File: src/rtl/mire_wb_if.sv
// Wishbone classic bus between the mire writer (master) and the SDRAM arbiter (slave).
interface mire_wb_if;
  logic        cyc_o;
  logic        stb_o;
  logic        we_o;
  logic [31:0] adr_o;
  logic [31:0] dat_o;
  logic [3:0]  sel_o;
  logic [2:0]  cti_o;
  logic [1:0]  bte_o;
  logic        ack_i;
  logic        err_i;

  modport master (
    output cyc_o, stb_o, we_o, adr_o, dat_o, sel_o, cti_o, bte_o,
    input  ack_i, err_i
  );

  modport slave (
    input  cyc_o, stb_o, we_o, adr_o, dat_o, sel_o, cti_o, bte_o,
    output ack_i, err_i
  );
endinterface

File: src/rtl/mire_writer.sv
// Wishbone master painting a grid test pattern into the framebuffer, one pixel per ack,
// releasing the bus for one cycle every PAUSE_EVERY pixels so the VGA reader is not starved.
module mire_writer #(
  parameter int HDISP       = 800,
  parameter int VDISP       = 480,
  parameter int PAUSE_EVERY = 64,
  parameter int GRID        = 16
) (
  input  logic             sys_clk,
  input  logic             sys_rst,
  input  logic             enable,
  mire_wb_if.master        wb,
  output logic             frame_done,
  output logic [7:0]       frame_cnt
);

  localparam int XW = (HDISP > 1) ? $clog2(HDISP) : 1;
  localparam int YW = (VDISP > 1) ? $clog2(VDISP) : 1;
  localparam int PW = $clog2(PAUSE_EVERY + 1);

  localparam logic [XW-1:0] X_LAST    = XW'(HDISP - 1);
  localparam logic [YW-1:0] Y_LAST    = YW'(VDISP - 1);
  localparam logic [PW-1:0] P_LAST    = PW'(PAUSE_EVERY - 1);
  localparam logic [31:0]   GRID_MASK = 32'(GRID - 1);

  typedef enum logic [1:0] {
    S_IDLE,
    S_WRITE,
    S_PAUSE
  } state_e;

  state_e        state_q, state_d;
  logic [XW-1:0] x_q, x_d;
  logic [YW-1:0] y_q, y_d;
  logic [PW-1:0] pause_q, pause_d;
  logic [31:0]   adr_q, adr_d;
  logic [31:0]   dat_q, dat_d;
  logic          frame_done_q, frame_done_d;
  logic [7:0]    frame_cnt_q, frame_cnt_d;

  function automatic logic [31:0] pix_adr(input logic [XW-1:0] x, input logic [YW-1:0] y);
    logic [31:0] lin;
    lin = 32'(y) * 32'(HDISP) + 32'(x);
    return {lin[29:0], 2'b00};
  endfunction

  // Grid lines every GRID pixels plus a closing border on the last column and row.
  function automatic logic [31:0] pix_dat(input logic [XW-1:0] x, input logic [YW-1:0] y);
    logic on_grid;
    on_grid = ((32'(x) & GRID_MASK) == 32'd0) || ((32'(y) & GRID_MASK) == 32'd0) ||
              (x == X_LAST) || (y == Y_LAST);
    return on_grid ? 32'h00FF_FFFF : 32'h0000_0000;
  endfunction

  // NOTE: every signal gets a default before the case so no path leaves one unassigned,
  // which would otherwise infer a latch.
  always_comb begin
    state_d      = state_q;
    x_d          = x_q;
    y_d          = y_q;
    pause_d      = pause_q;
    adr_d        = adr_q;
    dat_d        = dat_q;
    frame_done_d = 1'b0;
    frame_cnt_d  = frame_cnt_q;

    case (state_q)
      S_IDLE: begin
        if (enable) state_d = S_WRITE;
      end

      S_WRITE: begin
        if (wb.ack_i) begin
          if (x_q == X_LAST) begin
            x_d = '0;
            if (y_q == Y_LAST) begin
              y_d          = '0;
              frame_done_d = 1'b1;
              frame_cnt_d  = frame_cnt_q + 8'd1;
            end else begin
              y_d = y_q + 1'b1;
            end
          end else begin
            x_d = x_q + 1'b1;
          end

          if (pause_q == P_LAST) begin
            pause_d = '0;
            state_d = S_PAUSE;
          end else begin
            pause_d = pause_q + 1'b1;
            if (!enable) state_d = S_IDLE;
          end
        end else if (wb.err_i) begin
          // Retry the same pixel after a one-cycle bus drop.
          state_d = S_PAUSE;
        end
      end

      S_PAUSE: begin
        state_d = enable ? S_WRITE : S_IDLE;
      end

      default: state_d = S_IDLE;
    endcase

    // Address and data are loaded on the same edge that raises or keeps stb.
    if (state_d == S_WRITE) begin
      adr_d = pix_adr(x_d, y_d);
      dat_d = pix_dat(x_d, y_d);
    end
  end

  // NOTE: state registers use non-blocking assignments so all of them update together
  // from the values seen before the edge.
  always_ff @(posedge sys_clk or posedge sys_rst) begin
    if (sys_rst) begin
      state_q      <= S_IDLE;
      x_q          <= '0;
      y_q          <= '0;
      pause_q      <= '0;
      adr_q        <= '0;
      dat_q        <= '0;
      frame_done_q <= 1'b0;
      frame_cnt_q  <= '0;
    end else begin
      state_q      <= state_d;
      x_q          <= x_d;
      y_q          <= y_d;
      pause_q      <= pause_d;
      adr_q        <= adr_d;
      dat_q        <= dat_d;
      frame_done_q <= frame_done_d;
      frame_cnt_q  <= frame_cnt_d;
    end
  end

  assign wb.cyc_o   = (state_q == S_WRITE);
  assign wb.stb_o   = (state_q == S_WRITE);
  assign wb.we_o    = (state_q == S_WRITE);
  assign wb.sel_o   = (state_q == S_WRITE) ? 4'hF : 4'h0;
  assign wb.cti_o   = 3'b000;
  assign wb.bte_o   = 2'b00;
  assign wb.adr_o   = adr_q;
  assign wb.dat_o   = dat_q;
  assign frame_done = frame_done_q;
  assign frame_cnt  = frame_cnt_q;

endmodule
File: src/flat_wrapper.sv
// flat-port wrapper written by rule: the top's interface ports become plain ports
module mire_writer_flat 
#(
  parameter int HDISP       = 800,
  parameter int VDISP       = 480,
  parameter int PAUSE_EVERY = 64,
  parameter int GRID        = 16
)
  (sys_clk, sys_rst, enable, frame_done, frame_cnt, wb_cyc_o, wb_stb_o, wb_we_o, wb_adr_o, wb_dat_o, wb_sel_o, wb_cti_o, wb_bte_o, wb_ack_i, wb_err_i);
  mire_wb_if wb_i ();
  input  logic sys_clk;
  input  logic sys_rst;
  input  logic enable;
  output logic frame_done;
  output logic [7:0] frame_cnt;
  output wire logic [$bits(wb_i.cyc_o)-1:0] wb_cyc_o;
  output wire logic [$bits(wb_i.stb_o)-1:0] wb_stb_o;
  output wire logic [$bits(wb_i.we_o)-1:0] wb_we_o;
  output wire logic [$bits(wb_i.adr_o)-1:0] wb_adr_o;
  output wire logic [$bits(wb_i.dat_o)-1:0] wb_dat_o;
  output wire logic [$bits(wb_i.sel_o)-1:0] wb_sel_o;
  output wire logic [$bits(wb_i.cti_o)-1:0] wb_cti_o;
  output wire logic [$bits(wb_i.bte_o)-1:0] wb_bte_o;
  input wire logic [$bits(wb_i.ack_i)-1:0] wb_ack_i;
  input wire logic [$bits(wb_i.err_i)-1:0] wb_err_i;
  assign wb_cyc_o = wb_i.cyc_o;
  assign wb_stb_o = wb_i.stb_o;
  assign wb_we_o = wb_i.we_o;
  assign wb_adr_o = wb_i.adr_o;
  assign wb_dat_o = wb_i.dat_o;
  assign wb_sel_o = wb_i.sel_o;
  assign wb_cti_o = wb_i.cti_o;
  assign wb_bte_o = wb_i.bte_o;
  assign wb_i.ack_i = wb_ack_i;
  assign wb_i.err_i = wb_err_i;
  mire_writer #(.HDISP(HDISP), .VDISP(VDISP), .PAUSE_EVERY(PAUSE_EVERY), .GRID(GRID)) u_core (.sys_clk(sys_clk), .sys_rst(sys_rst), .enable(enable), .wb(wb_i), .frame_done(frame_done), .frame_cnt(frame_cnt));
endmodule
File: config.mk
export PLATFORM = sky130hd
export DESIGN_NAME = mire_writer_flat
export DESIGN_NICKNAME = d
export VERILOG_FILES = /design/src/rtl/mire_wb_if.sv /design/src/rtl/mire_writer.sv /design/src/flat_wrapper.sv
export SDC_FILE = /design/constraint.sdc
export NUM_CORES = 1
export LEC_CHECK = 0
export ABC_AREA = 1
export BUFFER_PORTS_ARGS = -buffer_cell sky130_fd_sc_hd__buf_2
export CAP_MARGIN = 20
export CORE_MARGIN = 2
export CORE_UTILIZATION = 50
export CTS_CLUSTER_SIZE = 16
export DETAILED_ROUTE_END_ITERATION = 10
export GPL_ROUTABILITY_DRIVEN = 0
export PLACE_DENSITY_LB_ADDON = 0.3
export SYNTH_ARGS = -nofsm -noshare
export SYNTH_HDL_FRONTEND = slang
export SYNTH_SLANG_ARGS = --single-unit
File: constraint.sdc
create_clock -name sys_clk -period 7.2 [get_ports sys_clk]
set_clock_uncertainty 0.1 [all_clocks]
set_input_delay 1.44 -clock sys_clk [delete_from_list [all_inputs] [get_ports sys_clk]]
set_output_delay 1.44 -clock sys_clk [all_outputs]
set_load 0.005 [all_outputs]
==> results of run 1 <==
==> cell type report <==
cell class,count,area share
Sequential cell,58,0.2986
Clock buffer,9,0.02548
Multi-Input combinational cell,402,0.4932
Inverter,80,0.06178
Timing Repair Buffer,65,0.06744
Clock inverter,7,0.02574
Tap cell,108,0.02780
==> worst register-to-register path: stages, from the launching register on <==
cell and delay (ns):
dfrtp_1 0.38, ha_1 0.20, nand2_2 0.13, nor2_8 0.19, nand2_4 0.10, nor2_2 0.15
nand3_1 0.15, nor2_1 0.12, nor2_1 0.05, nor3_1 0.49, ha_1 0.34, ha_1 0.27
inv_1 0.05, fa_1 0.50, inv_1 0.04, ha_1 0.33, a21o_1 0.19, nor2_1 0.12
o21ai_2 0.08, xnor2_1 0.15, nor2_1 0.27, nand2_1 0.08, nor2_1 0.14, nand2_1 0.07
nand2_1 0.05, nand2_1 0.05, nand2_1 0.05, nand2_1 0.05
==> logic make-up (layout without fill, tap and decap cells) <==
group | Yosys count | after routing | synth area share
simple gates | 263 | 263 | 0.2752
compound gates | 48 | 48 | 0.06414
buf+inv | 138 | 161 | 0.1623
fa+ha+maj | 46 | 46 | 0.1350
xor+xnor | 20 | 20 | 0.03904
other cells | 1 | 25 | 0.0008358
flops | 58 | 58 | 0.3235
==> metrics by stage <==
step                        util  cells
after global routing      0.5574    729
after floorplan                -    598
after detailed placement  0.5288    713
after global placement    0.5288    713
final                     0.5574    729
after CTS                 0.5574    729
==> state kept, by name (all words and copies together), names as in the netlist <==
signal / count
u_core.wb.dat_o: 1
u_core.pause_q: 7
u_core.y_q: 9
u_core.frame_done: 1
u_core.x_q: 10
u_core.wb.adr_o: 20
u_core.state_q: 2
u_core.frame_cnt: 8
==> power breakdown <==
part | internal (W) | switching, W | total [W]
clock | 0.000233 | 0.000141 | 0.000375
sequential | 0.000390 | 0.0000506 | 0.000440
combinational | 0.000113 | 0.000160 | 0.000273
==> metal layers <==
| metal | up-vias | routed length (µm) | track usage |
|---|---|---|---|
| li1 | 1836 | - | - |
| met1 | 1665 | 3892 | 0.2449 |
| met2 | 81 | 4539 | 0.3448 |
| met3 | 14 | 331 | 0.04184 |
| met4 | 0 | 140 | 0.06533 |
| met5 | - | 0 | 0 |
==> cells in the final DEF, fill, tap and decap left out, types with 2 or more instances in the layout <==
master	instances
a21oi_1	15
a21oi_2	2
a31o_2	2
a31oi_1	2
buf_2	64
bufinv_16	3
clkbuf_8	9
clkinv_4	2
conb_1	25
dfrtp_1	58
fa_1	4
ha_1	42
inv_1	74
inv_2	6
inv_6	2
nand2_1	125
nand2_2	9
nand2_4	4
nand3_1	37
nand3b_1	2
nand4_1	8
nor2_1	47
nor2_2	7
nor3_1	11
nor3_2	2
nor4_1	2
o21ai_0	7
o21ai_1	10
o21ai_2	3
or2_2	2
xnor2_1	11
xor2_1	9
==> synthesized netlist by cell type (all sizes together), types with 4 or more instances <==
cell and count:
nand4 9, nand3 39, nor3 13, xnor2 11, a21oi 17, inv 80, nor2 56, nand2 138
ha 42, xor2 9, buf 58, o21ai 20, dfrtp 58, fa 4
==> final timing paths <==
path	start	to	slack, ns
max in group asynchronous	sys_rst	u_core.wb.adr_o[20]	5.11
worst min register to register	u_core.frame_cnt[7]	u_core.frame_cnt[7]	0.37
worst min-delay path	u_core.frame_cnt[7]	u_core.frame_cnt[7]	0.37
worst max-delay path	wb_ack_i	u_core.wb.adr_o[20]	1.42
worst max register to register	u_core.x_q[0]	u_core.wb.adr_o[20]	2.18
min in group asynchronous	sys_rst	u_core.frame_cnt[4]	1.05
==> out/metrics.yaml, run 1 <==
status: "finished clean"
ios: 90
reg2regPathDepth: 27
slew_headroom: 0.4501
cts_sinks: 58
grt_pass1_vias: 3576
multi_input_area_mm2: 0.002397
avgSynthCellArea_um2: 7.817
grt-ovfl-total: 0
dieHeight_um: 98.73
timing.fmax_mhz: 173.1
endpoint_kind: "flip-flop"
cp_data_required_time_ns: 7.32
hold_depth: 1
synth_top_area_frac: 0.3235
drive_gt1_frac: 0.1981
cts_resized: 0
hold_viol: 0
ir_drop_mv: 0.1249
clkTransAtPathRegs_ns: 0.08
fill_cells: 816
crit_path_max_incr_delay_ns: 0.50
numPortBuffers: 64
syn_area_mm2: 0.004487
finalCriticalPeriod_ns: 5.777
critPathBufInv: 3
drc: 0
hold_ws_ns: 0.3688
die-width_um: 98.73
synthArstFlopShare: 1.000
synthDistinctLibCells: 43
detail_route.first_pass.iterations: 4
p_per_area_mw_per_mm2: 223.9
yosysTopAreaCell: "dfrtp_1"
antenna_found_initial: 0
cpMostUsedCell: "nand2_1"
post-place-ws_ns: 1.058
drt_iter0_drc: 108
start_util: 0.5145
synth_seq_cells: 58
rows: 34
syn_to_final_growth_pct: 8.338
core-area_mm2: 0.008721
hold_buffers: 0
drv_cap: 0
grt_pass1_wl_um: 16050
final.setup.tns_ns: 0
arrival_ns: 5.90
cts_max_level: 3
cp_slowest_cell: "fa_1"
fin_area_mm2: 0.004861
min_period_over_period: 0.8023
final_max_slew_viol_count: 0
p_leak_nw: 2.784
grt_max_degree: 33
cts_tree: "done"
finalSetupViolations: 0
post_cts_buffers: 0
yosysWarnings: 0
crit_family: "simple AND/OR/NAND/NOR gates"
seq_area_mm2: 0.001451
hold_class: "flip-flop to flip-flop"
clock_latency_ns: 0.34
max_slew.worst_pin.slew_ns: 0.8248
yosys-top-cells-area: "dfrtp_1 (32%), ha_1 (12%), nand2_1 (10%), buf_4 (9.2%), inv_1 (6.3%)"
gr-usage-all-layers: 0.1980
ys_seq_area_frac: 0.3235
viasPerCell: 4.933
nets: 667
path_class: "input pin to flip-flop"
path_depth: 27
routed_wl_um: 8904
worstPathMaxFanout: 13
synthFlopType: "dfrtp_1"
power_w: 0.001088
die_area_mm2: 0.009748
avgRoutedWirePerCell_um: 12.21
place_area_mm2: 0.004612
antenna_left: 0
numCtsBuffers: 9
rsz0062_at_grt: "false"
vias: 3596
netlist_instances: 574
synth_edf_count: 0
cts.path.max_buffers: 2
crit_path_start_kind: "input pin"
antennaDiodeCount: 0
clk_root_buffer_cell: "clkbuf_8"
setup_ws_ns: 1.423
dpl.hpwl_um: 7072
No activity file was read; power rests on OpenSTA's default activity.
==> run 2: changes to the inputs <==
- clock period: 7.2 -> 5.7 ns (I/O delays scaled with it)
==> out/metrics.yaml, run 2 (same netlist as run 1, synthesis figures left out) <==
drc: 0
crit_path_max_incr_delay_ns: 0.50
endpoint_kind: "flip-flop"
cpMostUsedCell: "nand2_1"
clkTransAtPathRegs_ns: 0.08
power_w: 0.001378
cp_slowest_cell: "fa_1"
status: "finished clean"
grt_pass1_wl_um: 15700
vias: 3696
path_class: "input pin to flip-flop"
numCtsBuffers: 9
cts_sinks: 58
hold_class: "flip-flop to flip-flop"
finalSetupViolations: 0
cts_max_level: 3
rows: 34
slew_headroom: 0.4713
endpoint: "u_core.wb.adr_o[20]"
final_max_slew_viol_count: 0
viasPerCell: 5.049
hold_buffers: 0
cts_tree: "done"
gr-usage-all-layers: 0.1954
hold_viol: 0
finalCriticalPeriod_ns: 5.161
drt_iter0_drc: 137
fill_cells: 839
cts_resized: 0
ios: 90
reg2regPathDepth: 23
cts.path.max_buffers: 2
post_cts_buffers: 0
antennaDiodeCount: 0
numPortBuffers: 64
crit_path_start_kind: "input pin"
p_per_area_mw_per_mm2: 282.2
start_util: 0.5145
antenna_found_initial: 0
place_area_mm2: 0.004634
clk_root_buffer_cell: "clkbuf_8"
detail_route.first_pass.iterations: 6
fin_area_mm2: 0.004883
seqPwrFrac: 0.404
die-width_um: 98.73
rsz0062_at_grt: "false"
clock_latency_ns: 0.34
max_slew.worst_pin.slew_ns: 0.7930
largest_reg_flops: 20
min_period_over_period: 0.9055
grt_max_degree: 33
timing.fmax_mhz: 193.8
dpl.hpwl_um: 7188
drv_cap: 0
grt_pass1_vias: 3572
nets: 670
antenna_left: 0
combPwrFrac: 0.252
grt-ovfl-total: 0
core-area_mm2: 0.008721
die_area_mm2: 0.009748
swShare: 0.3252
final.setup.tns_ns: 0
internal-power_w: 0.0009299
syn_to_final_growth_pct: 8.840
routed_wl_um: 9170
drive_gt1_frac: 0.2019
r2r_start: "u_core.x_q[0]"
final_cell_mix: "nand2_1 (125), inv_1 (74), buf_2 (64)"
reg2reg_slack_ns: 0.79
layout_commonest_cell: "nand2_1"
p_clk_frac: 0.344
avgRoutedWirePerCell_um: 12.53
cp_data_required_time_ns: 5.84
crit_start: "wb_ack_i"
arrival_ns: 5.30
ir_drop_mv: 0.1396
p_leak_nw: 2.799
p_sw_w: 0.0004482
dieHeight_um: 98.73
r2r-end: "u_core.wb.adr_o[20]"
worstPathMaxFanout: 13
-- run 2: changes by cell type in the layout (fill, tap and decap cells not counted) --
cell	delta
buf_4	+3
-- run 2: routing by layer --
metal  GRT usage  part of all wire  vias up
met5           0                 0        -
met4     0.06322             0.025        0
met3     0.04539             0.037       21
met2      0.3537              0.52       88
met1      0.2281              0.42     1731
li1            -                 -     1856
-- run 2: worst max-delay path, delay by kind of cell --
family / cells / cell delay (ns)
AND/OR/NAND/NOR: 20 / 2.36
AO/OA/AOI/OAI: 1 / 0.10
buffers and inverters: 4 / 0.33
adder cells (fa/ha/maj): 4 / 1.39
-- run 2: power by group through the flow --
stage,Clock (W),Combinational (W),Sequential (W)
2_1_floorplan,0,0.000287,0.000562
6_report,0.000474,0.000347,0.000557
4_1_cts,0.000480,0.000353,0.000559
3_5_place_dp,0,0.000349,0.000565
5_1_grt,0.000498,0.000392,0.000571
3_3_place_gp,0,0.000343,0.000563
-- run 2: per-stage QoR --
stage	cells	utilization	hold WS, ns	worst slack, ns
2_1_floorplan	598	-	0.3630	0.7140
3_3_place_gp	716	0.5314	0.3515	0.3109
3_5_place_dp	716	0.5314	0.3535	0.1869
4_1_cts	732	0.5600	0.3671	0.5401
5_1_grt	732	0.5600	0.3910	0.03022
6_report	732	0.5600	0.3606	0.5388
-- run 2: worst min path at each step --
stage / slack (ns) / endpoint / depth (start not counted) / start
6_report: 0.36 / u_core.frame_cnt[7] / 1 / u_core.frame_cnt[7]
5_1_grt: 0.39 / u_core.frame_cnt[7] / 1 / u_core.frame_cnt[7]
4_1_cts: 0.37 / u_core.frame_cnt[7] / 1 / u_core.frame_cnt[7]
3_5_place_dp: 0.35 / u_core.frame_cnt[7] / 1 / u_core.frame_cnt[7]
3_3_place_gp: 0.35 / u_core.frame_cnt[7] / 1 / u_core.frame_cnt[7]
2_1_floorplan: 0.36 / u_core.pause_q[4] / 1 / u_core.pause_q[4]
-- run 2: area by class of cell --
type	count	area, µm²	share of cell area
Clock buffer	9	123.9	0.02537
Inverter	80	300.3	0.06149
Sequential cell	58	1451	0.2972
Timing Repair Buffer	68	350.3	0.07174
Multi-Input combinational cell	402	2397	0.4909
Tap cell	108	135.1	0.02767
Clock inverter	7	125.1	0.02562
==> run 3: changes to the inputs <==
- CORE_ASPECT_RATIO: unset -> 2
- GPL_TIMING_DRIVEN: unset -> 1
- MAX_ROUTING_LAYER: unset -> met4
==> out/metrics.yaml, run 3 (same netlist as run 1, synthesis figures left out) <==
status: "finished clean"
hold_ws_ns: 0.3743
cp_slowest_cell: "fa_1"
post-place-ws_ns: 0.3289
grt-ovfl-total: 0
antennaDiodeCount: 0
grt_pass1_vias: 3532
drc: 0
p_leak_nw: 2.852
core-area_mm2: 0.008648
viasPerCell: 5.098
fill_cells: 792
final_core_util: 0.5774
placed_cells: 710
stdcell_count: 726
timing.fmax_mhz: 195.9
drive_gt1_frac: 0.2029
arrival_ns: 5.22
clk_root_buffer_cell: "clkbuf_16"
crit_path_max_incr_delay_ns: 0.50
detail_route.first_pass.iterations: 4
cts_tree: "done"
p_per_area_mw_per_mm2: 310.0
start_util: 0.5188
crit_family: "simple AND/OR/NAND/NOR gates"
gr-usage-all-layers: 0.2098
cp_data_required_time_ns: 5.82
cts.path.max_buffers: 2
grt_max_degree: 59
final.setup.tns_ns: 0
endpoint_kind: "flip-flop"
numCtsBuffers: 9
clkTransAtPathRegs_ns: 0.05
cts_resized: 0
numPortBuffers: 64
critPathBufInv: 4
cts_max_level: 3
cpMostUsedCell: "nand2_1"
cts_sinks: 58
seq_area_mm2: 0.001451
rows: 48
setup_ws_ns: 0.5960
syn_to_final_growth_pct: 11.29
multi_input_area_mm2: 0.002397
worstPathMaxFanout: 6
ios: 90
avgRoutedWirePerCell_um: 13.49
dieHeight_um: 138.0
slew_headroom: 0.4343
grt_pass1_wl_um: 15670
final_max_slew_viol_count: 0
hold_class: "flip-flop to flip-flop"
final_cell_mix: "nand2_1 (125), inv_1 (74), buf_2 (64)"
routed_wl_um: 9794
die-width_um: 70.99
crit_path_start_kind: "input pin"
hold_buffers: 0
die_area_mm2: 0.009793
rsz0062_at_grt: "false"
dpl.hpwl_um: 7723
min_period_over_period: 0.8954
finalSetupViolations: 0
finalCriticalPeriod_ns: 5.104
ir_drop_mv: 0.2165
clock_latency_ns: 0.33
max_slew.worst_pin.slew_ns: 0.8484
drt_iter0_drc: 224
layout_commonest_cell: "nand2_1"
nets: 672
antenna_left: 0
drv_cap: 0
hold_viol: 0
path_class: "input pin to flip-flop"
largest_reg_flops: 20
post_cts_buffers: 0
antenna_found_initial: 0
vias: 3701
==> run 3: cell types whose count changed in the layout (fill, tap and decap cells not counted) <==
cell,previous run,this run
inv_6,2,0
clkbuf_16,0,9
buf_4,4,6
clkinv_4,2,0
clkbuf_1,0,1
clkbuf_8,9,2
clkinvlp_4,0,1
==> run 3: cell type report <==
type	instances	share of cell area
Clock inverter	4	0.01954
Multi-Input combinational cell	402	0.4801
Sequential cell	58	0.2907
Tap cell	100	0.02506
Clock buffer	12	0.05137
Timing Repair Buffer	70	0.07316
Inverter	80	0.06014
==> run 3: metrics by stage <==
stage          area, µm²   power, W
6_report            4994   0.001548
5_1_grt             4994   0.001631
4_1_cts             4994   0.001562
3_5_place_dp        4639  0.0009207
3_3_place_gp        4639  0.0009147
2_1_floorplan       4577  0.0008483
==> run 3: metal layers <==
layer	vias to the layer above	wire length, µm	GRT usage
li1	1855	-	-
met1	1733	3356	0.1819
met2	84	5699	0.4195
met3	29	370	0.03488
met4	0	367	0.1017
met5	-	0	-
==> run 3: final timing paths <==
| path | end | startpoint | cells past startpoint | slack [ns] |
|---|---|---|---|---|
| max in group asynchronous | u_core.wb.adr_o[18] | sys_rst | 3 | 4.07 |
| min in group asynchronous | u_core.frame_done | sys_rst | 3 | 0.92 |
| worst max register to register | u_core.wb.adr_o[20] | u_core.y_q[1] | 24 | 0.89 |
| worst max-delay path | u_core.wb.adr_o[20] | wb_ack_i | 29 | 0.60 |
| worst min-delay path | u_core.wb.adr_o[17] | u_core.wb.adr_o[17] | 2 | 0.37 |
| worst min register to register | u_core.wb.adr_o[17] | u_core.wb.adr_o[17] | 2 | 0.37 |
==> run 3: worst min-delay path: cells and delay by family (launching register included) <==
kind,cells,cell delay [ns]
simple gates,2,0.10
flops,1,0.34
==> run 3: report_power, final <==
| part | internal (W) | leakage, nW | total, W | switching (W) |
|---|---|---|---|---|
| clock | 0.000450 | 0.169 | 0.000638 | 0.000188 |
| combinational | 0.000144 | 1.98 | 0.000349 | 0.000205 |
| sequential | 0.000494 | 0.704 | 0.000561 | 0.0000669 |
